[src/rtl/instr_mem_loader_pkg.sv]
// Shared types and constants for the instruction-memory loader.
package instr_mem_loader_pkg;

  // Loader FSM states, 3-bit encoding.
  typedef enum logic [2:0] {
    S_IDLE  = 3'd0,
    S_HDR   = 3'd1,
    S_DATA  = 3'd2,
    S_WRITE = 3'd3,
    S_DONE  = 3'd4
  } state_e;

  // Header and data words are both four little-endian bytes.
  localparam int HDR_BYTES  = 4;
  localparam int WORD_BYTES = 4;

  // Index of the final byte of a word in the packer's 2-bit byte counter.
  localparam logic [1:0] LAST_BYTE_IDX = 2'(WORD_BYTES - 1);

endpackage

[src/rtl/instr_mem_loader_byte_word_packer.sv]
// Assembles four stream bytes, LSB first, into a 32-bit word.
// Serves both the header count and the instruction words.
module instr_mem_loader_byte_word_packer
  import instr_mem_loader_pkg::*;
(
  input  logic        clk,
  input  logic        reset,
  input  logic        clear_i,
  input  logic        accept_i,
  input  logic [7:0]  byte_i,
  output logic [31:0] word_o,
  output logic        word_valid_o
);

  logic [1:0]  cnt_q;
  logic [31:0] sh_q;

  // Shift each accepted byte in at the top so the first byte ends up in [7:0].
  always_ff @(posedge clk or posedge reset) begin
    if (reset) begin
      cnt_q <= 2'd0;
      sh_q  <= 32'd0;
    end else if (clear_i) begin
      cnt_q <= 2'd0;
    end else if (accept_i) begin
      cnt_q <= cnt_q + 2'd1;
      sh_q  <= {byte_i, sh_q[31:8]};
    end
  end

  // The complete word is presented in the same cycle the last byte arrives.
  assign word_o       = {byte_i, sh_q[31:8]};
  assign word_valid_o = accept_i && (cnt_q == LAST_BYTE_IDX);

endmodule

[src/rtl/instr_mem_loader.sv]
// Writer side of the instruction memory: receives a little-endian image
// (4-byte word count, then the words), writes it from address 0 upward and
// stalls the core until the image is complete.
//
// Byte handshake: a byte transfers on a rising edge where byte_valid_i and
// byte_ready_o are both 1; byte_i must be stable while byte_valid_i is high,
// and either side may hold its signal low for any number of cycles.
module instr_mem_loader
  import instr_mem_loader_pkg::*;
#(
  parameter int ADDR_WIDTH = 8
) (
  input  logic                  clk,
  input  logic                  reset,
  input  logic                  start_i,
  input  logic [7:0]            byte_i,
  input  logic                  byte_valid_i,
  output logic                  byte_ready_o,
  output logic                  mem_we_o,
  output logic [ADDR_WIDTH-1:0] mem_addr_o,
  output logic [31:0]           mem_data_o,
  output logic                  cpu_hold_o,
  output logic                  busy_o,
  output logic                  done_o,
  output logic                  error_o,
  output logic [ADDR_WIDTH:0]   words_loaded_o
);

  localparam logic [32:0] CAPACITY = 33'd1 << ADDR_WIDTH;

  state_e                state_q, state_d;
  logic                  ready_q, we_q, hold_q, busy_q, done_q, error_q;
  logic [ADDR_WIDTH-1:0] addr_q;
  logic [31:0]           data_q;
  logic [31:0]           count_q;
  logic [ADDR_WIDTH:0]   k_q;
  logic [ADDR_WIDTH:0]   k_next;
  logic                  accept;
  logic                  start_load;
  logic                  word_valid;
  logic [31:0]           word;
  logic                  hdr_too_big;

  assign accept      = byte_valid_i && ready_q;
  assign start_load  = (state_q == S_IDLE) && start_i;
  assign k_next      = k_q + 1'b1;
  assign hdr_too_big = {1'b0, word} > CAPACITY;

  instr_mem_loader_byte_word_packer u_packer (
    .clk          (clk),
    .reset        (reset),
    .clear_i      (start_load),
    .accept_i     (accept),
    .byte_i       (byte_i),
    .word_o       (word),
    .word_valid_o (word_valid)
  );

  // Next-state logic; start_i is only honoured from IDLE.
  always_comb begin
    state_d = state_q;
    case (state_q)
      S_IDLE:  if (start_i) state_d = S_HDR;
      S_HDR: begin
        if (word_valid) begin
          if (word == 32'd0)    state_d = S_DONE;
          else if (hdr_too_big) state_d = S_IDLE;
          else                  state_d = S_DATA;
        end
      end
      S_DATA:  if (word_valid) state_d = S_WRITE;
      S_WRITE: state_d = (32'(k_next) == count_q) ? S_DONE : S_DATA;
      S_DONE:  state_d = S_IDLE;
      default: state_d = S_IDLE;
    endcase
  end

  // State, datapath and output registers; outputs follow the next state so
  // every port comes straight from a flop.
  always_ff @(posedge clk or posedge reset) begin
    if (reset) begin
      state_q <= S_IDLE;
      ready_q <= 1'b0;
      we_q    <= 1'b0;
      hold_q  <= 1'b0;
      busy_q  <= 1'b0;
      done_q  <= 1'b0;
      error_q <= 1'b0;
      addr_q  <= '0;
      data_q  <= 32'd0;
      count_q <= 32'd0;
      k_q     <= '0;
    end else begin
      state_q <= state_d;
      ready_q <= (state_d == S_HDR) || (state_d == S_DATA);
      we_q    <= (state_d == S_WRITE);
      hold_q  <= (state_d != S_IDLE);
      busy_q  <= (state_d != S_IDLE);
      done_q  <= (state_d == S_DONE);
      if (start_load) begin
        error_q <= 1'b0;
        k_q     <= '0;
        count_q <= 32'd0;
      end
      if ((state_q == S_HDR) && word_valid) begin
        count_q <= word;
        if (hdr_too_big) error_q <= 1'b1;
      end
      // Address and data are only updated for a new write, otherwise they hold.
      if ((state_q == S_DATA) && word_valid) begin
        data_q <= word;
        addr_q <= k_q[ADDR_WIDTH-1:0];
      end
      if (state_q == S_WRITE) k_q <= k_next;
    end
  end

  assign byte_ready_o   = ready_q;
  assign mem_we_o       = we_q;
  assign mem_addr_o     = addr_q;
  assign mem_data_o     = data_q;
  assign cpu_hold_o     = hold_q;
  assign busy_o         = busy_q;
  assign done_o         = done_q;
  assign error_o        = error_q;
  assign words_loaded_o = k_q;

endmodule

[config.mk]
export PLATFORM = sky130hd
export DESIGN_NAME = instr_mem_loader
export DESIGN_NICKNAME = d
export VERILOG_FILES = /design/src/rtl/instr_mem_loader_pkg.sv /design/src/rtl/instr_mem_loader_byte_word_packer.sv /design/src/rtl/instr_mem_loader.sv
export SDC_FILE = /design/constraint.sdc
export NUM_CORES = 1
export LEC_CHECK = 0
export ABC_AREA = 0
export CAP_MARGIN = 20
export CORE_MARGIN = 2
export CORE_UTILIZATION = 30
export DETAILED_ROUTE_END_ITERATION = 12
export SKIP_CTS_REPAIR_TIMING = 1
export SLEW_MARGIN = 25
export SYNTH_ARGS = -nofsm -noshare
export SYNTH_HDL_FRONTEND = slang
export SYNTH_SLANG_ARGS = --single-unit
[constraint.sdc]
create_clock -name clk -period 10.6 [get_ports clk]
set_input_delay 2.12 -clock clk [delete_from_list [all_inputs] [get_ports clk]]
set_output_delay 2.12 -clock clk [all_outputs]
set_load 0.03 [all_outputs]
---- After elaboration in Yosys (flattened, before gate mapping) ----
Index checks and enable logic that the tools add are counted.
W data, S select, Z words.
cells by class
  add/subtract/negate cells ............... 2
  $lt $le $gt $ge ......................... 1
  equal/unequal tests ..................... 9
  mux-type cells .......................... 16
  bitwise logic cells ..................... 1
  reductions and logical operators ........ 13
operators with widths
  cell                   count
  $mux W32               2
  $eq A9 B32 Y1          1
  $gt A32 B9 Y1 const B  1
  $logic_not A32 Y1      1
  $mux W9                2
  $mux W3                5
  $eq A3 B2 Y1 const B   4
  $pmux W3 S4            1
  $add A9 B1 Y9 const B  1
  $eq A3 B1 Y1 const B   2
  $mux W2                3
  $reduce_bool A2 Y1     3
  $logic_and A1 B1 Y1    5
  $eq A3 B3 Y1 const B   1
  $logic_not A3 Y1       1
  $mux W1                3
  $reduce_bool A3 Y1     1
  $add A2 B1 Y2 const B  1
  $eq A2 B2 Y1 const B   1
  $reduce_and A2 Y1      1
  $logic_or A1 B1 Y1     1
  $not A1 Y1             1
word-level totals
  bits in registers ....................... 123
  input port bits ......................... 12
  output and inout port bits .............. 55
  logic and storage cells ................. 54

---- Longest topological paths before layout ----
  depth in word-level cells ............... 7
  depth in mapped cells ................... 8
  mapped depth without buffers ............ 7

---- Cells and area by module ----
Synthesis repeated with hierarchy kept, for this count alone.
unflattened totals
  cells, all modules ...................... 369
  area, all modules ....................... 4954.8 µm²
modules (own cells, without submodules)
  module                             times used  cells each  area an instance (µm²)  seq. area each (µm²)
  instr_mem_loader                   1           300         3783.6                  2227.1
  instr_mem_loader_byte_word_packer  1           69          1171.1                  650.6

---- Worst setup path after synthesis ----
No wires, ideal clock.
  kind .................................... in2reg
  start point ............................. input start_i
  end point ............................... register u_packer.sh_q[25]
  setup time .............................. 0.125 ns
  arrival time ............................ 3.502 ns
  data required time ...................... 10.475 ns
  setup slack ............................. 6.973 ns
  stages .................................. 4
  buffers on the path ..................... 1
  cell sequence ........................... nor4b_1 nor2_1 clkbuf_1 mux2_2
on the way
  longest elaborated chain between the ends .. 3
RTL lines
  what                                line                                     RTL
  from (decl)                         instr_mem_loader.sv:15                   input logic start_i,
  $logic_and A1 B1 Y1                 instr_mem_loader.sv:45                   assign start_load = (state_q == S_IDLE) && start_i;
  $not A1 Y1 (no source line)         -
  $reduce_and A2 Y1 (no source line)  -
  to (signal assigned)                instr_mem_loader_byte_word_packer.sv:27  sh_q <= {byte_i, sh_q[31:8]};
  to (decl)                           instr_mem_loader_byte_word_packer.sv:16  logic [31:0] sh_q;
No other way between the ends.
A chain may end at the register's enable or synchronous reset.

---- Worst setup path after layout ----
  start point ............................. input byte_valid_i
  end point ............................... register data_q[31] (netlist: mem_data_o[31])
on the way
  longest elaborated chain between the ends .. 3
RTL lines
  what                  line                                     RTL
  from (decl)           instr_mem_loader.sv:17                   input logic byte_valid_i,
  $logic_and A1 B1 Y1   instr_mem_loader.sv:44                   assign accept = byte_valid_i && ready_q;
  $logic_and A1 B1 Y1   instr_mem_loader_byte_word_packer.sv:33  assign word_valid_o = accept_i && (cnt_q == LAST_BYTE_IDX);
  $logic_and A1 B1 Y1   instr_mem_loader.sv:110                  if ((state_q == S_DATA) && word_valid) begin
  to (signal assigned)  instr_mem_loader.sv:111                  data_q <= word;
  to (decl)             instr_mem_loader.sv:34                   logic [31:0] data_q;
No other way between the ends.

==> impl_metrics.yaml <==
timing:
  finalHoldViolCount: 0
  worstMarginPinSlew_ns: 0.875
  final.period_utilization_pct: 36.8
  relSlewSlack_pct: 41.6
  totalNegativeSetupSlack_ns: 0
  final_max_slew_viols: 0
  number_of_endpoints_failing_setup_at_the_final_stage: 0
  final.setup_skew_ns: 0.00736
  hold_ws_ns: 0.473
  period_needed_ns: 3.90
  rsz0062_at_grt: "no"
  maxClockFrequency_mhz: 257
routing:
  route.detailed.drc: 0
  iter_0_drt_violations: 326
  avgRoutedWirePerCell_um: 15.2
  wirelength_um: 12100
  first_pass_iters: 4
  route.antenna.remaining_nets: 0
  vias: 3790
  avgViaCountPerCell: 4.76
logic_synthesis:
  synth-main-ff-cell: "dfrtp_1"
  number_of_flops_mapped_to_enable_cells_by_yosys: 0
  number_of_storage_elements_in_the_synthesis_netlist: 115
  synth_warn: 0
  syn_inst: 504
  synth-simple-area-share_pct: 22.0
  synth_cell_types: 42
  synthXorXnorAreaFrac_pct: 2.15
  netlist_area_sq_um: 4890
  synth_nets: 518
  adder_cell_fraction_of_synth_area_pct: 0.511
  yosys-mux-area-fraction_pct: 5.75
  synth_async_sr_flop_share_pct: 100
  synth_area_per_cell_sq_um: 9.71
  largest_family_of_logic_cells_by_synthesized_area: "simple AND/OR/NAND/NOR gates"
  synth_compound_gate_area_share_pct: 8.05
  synth_sequential_area_ratio_pct: 58.8
worst_setup_path:
  critical_path.reg2reg.startpoint: "words_loaded_o[0]"
  endpoint_kind: "flip-flop"
  reg2reg_setup_slack_ns: 7.88
  worst-endpoint-arrival_ns: 4.25
  critical_path.slowest_cell: "inv_1"
  crit_top_cell: "nand2_1"
  worst_r2r_path_depth: 7
  worstSetupStartpointType: "input port"
  max_fanout_on_critical_path: 21
  worstPathRequired_ns: 10.95
  crit_path_cell_trace: "clkdlybuf4s50_1 > nand3_1 > or3_1 > inv_1 > buf_4 > nand2_1 > nand2_1"
  timing.setup.critical_path_class: "input port to flip-flop"
  max_stage_delay_ns: 0.55
  r2r-end: "byte_ready_o"
min_path:
  hold-path-cell-count: 2
  worstHoldStart: "mem_addr_o[0]"
  min-delay-path-class: "flip-flop to flip-flop"
  min_delay_worst_endpoint: "mem_addr_o[0]"
floorplanning:
  io_pins: 67
  die_h_um: 132
  die_w_um: 132
  dieArea_sq_um: 17400
  placement_rows: 46
  core_area_sq_um: 15900
  start_util_pct: 30.7
placed_design:
  io_buffers: 66
  gp_congestion: 0.841
  dp_hpwl_um: 8020
job:
  max_cap_violations: 0
clocking:
  cts.htree.levels: 4
  clk_transition_reported_paths_ns: 0.05
  worstSkewPairLatency_ns: 0.41
  clock_tree_from_tritoncts: "yes"
  cts-root-to-sink-buffers: 2
  clock_tree.root_cell: "clkbuf_16"
  cts_inserted_buffers: 17
  tritoncts_sinks: 115
pwr:
  power.share.combinational_pct: 20.7
  sw_frac_of_total_pct: 30.8
  power.internal_mw: 1.18
  power.net_switching_uw: 523
  power.density_cell_area_nw_per_um2: 264
  power.sequential.fraction_pct: 41.5
  power.static_leakage_nw: 2.90
  irDropWorstVdd_mv: 0.156
  clkPwrFrac_pct: 37.8
finish:
  area_growth_pct: 31.4
  fillCellCount: 1561
  multi_input_comb_area_sq_um: 1900
  antenna-diode-count: 0
  regArea_sq_um: 2880
  drive_gt1_share_pct: 12.6
  final_nets: 581
outcome:
  run_status: "finished, final reports clean"
global_route:
  grt_pass1_wl_um: 20100
  grt_remaining_overflow: 0
  track_usage_pct: 14.7
  grt_pass1_vias: 3841
  antenna_found_initial: 0
  pin_count_of_the_biggest_net_entering_global_routing: 72
worst max path at each step:
stage               depth (start not counted)         start                 to  slack, ns
finish                                      7  byte_valid_i     mem_data_o[31]       6.70
global route                                7  byte_valid_i     mem_data_o[31]       6.53
CTS                                         7  byte_valid_i     mem_data_o[31]       6.69
detailed placement                          7  byte_valid_i     mem_data_o[31]       6.25
global placement                            5       start_i  u_packer.sh_q[21]       6.28
floorplan                                   1         reset             busy_o       5.44
registers in the layout (all words and copies together) (netlist names):
signal and cells:
mem_we_o 1, words_loaded_o 9, mem_data_o 32, state_q 3
busy_o 1, byte_ready_o 1, count_q 32, u_packer.sh_q 24
done_o 1, mem_addr_o 8, error_o 1, u_packer.cnt_q 2
logic make-up after synthesis:
kind of cell	count (synthesis)
AO/OA/AOI/OAI	67
flip-flops	115
AND/OR/NAND/NOR	251
buffers and inverters	32
adder cells (fa/ha/maj)	2
XOR/XNOR	12
multiplexers	25
metal layers:
layer | vias up | track usage, % | wire length (um)
met1 | 1864 | 18.9 | 5600
li1 | 1818 | - | -
met3 | 20 | 4.00 | 511
met4 | 0 | 6.46 | 255
met5 | - | 0 | 0
met2 | 88 | 23.2 | 5750
synth_stat cells, types with 2 or more instances:
library cell  instances  area [sq um]
nand2_1             196           736
dfrtp_1             115          2880
o21ai_0              42           210
mux2_2               25           282
clkbuf_1             23          86.3
nor4_1               14          87.6
nor2_1               10          37.5
o31ai_1               8          60.1
xnor2_1               6          52.6
xor2_1                6          52.6
inv_1                 5          18.8
nor3_1                5          25.0
a21oi_1               4          20.0
nand2b_1              4          25.0
nand3_1               4          20.0
nand4_1               3          18.8
o22ai_1               3          18.8
a22o_1                2          17.5
and2_1                2          12.5
ha_1                  2          25.0
nor3b_1               2          15.0
or2_2                 2          12.5
or4_4                 2          22.5
critical path, delay by kind of cell:
family	cells	cell delay [ns]
and+or+nand+nor	4	0.67
buffers and inverters	3	1.44
cells in the final DEF, fill, tap and decap left out, drive strengths merged, types with 3 or more instances in the layout:
cell type / instances
nand2: 196
dfrtp: 115
clkdlybuf4s50: 66
o21ai: 42
mux2: 25
clkbuf: 23
nor4: 14
nor2: 10
o31ai: 8
xor2: 6
xnor2: 6
bufinv: 5
buf: 5
nand3: 5
inv: 5
nor3: 5
nand2b: 4
a21oi: 4
nand4: 3
o22ai: 3
clkinv: 3
and2: 3
power by group through the flow:
stage	Combinational [mW]	Sequential, mW	Clock, mW
2_1_floorplan	0.249	0.680	0
5_1_grt	0.396	0.728	0.677
6_report	0.352	0.706	0.643
4_1_cts	0.354	0.704	0.656
3_5_place_dp	0.352	0.711	0
3_3_place_gp	0.340	0.704	0
area by class of cell:
class                   instances  area share [%]
multi-input cells             357            29.5
flip-flops and latches        115            44.7
well taps                     216            4.20
clock inverters                 9            2.68
clock buffers                  23            7.74
inverters                       5           0.331
repair buffers                 71            10.9
metrics by stage:
stage	worst slack [ns]	cell area, sq um	power, mW	cells	utilization (%)
global route	6.53	6430	1.80	796	40.4
detailed placement	6.25	5760	1.06	764	36.1
finish	6.70	6430	1.70	796	40.4
global placement	6.28	5760	1.04	764	36.1
CTS	6.69	6430	1.71	796	40.4
floorplan	5.44	4890	0.929	504	-
No activity file was read; power rests on OpenSTA's default activity.
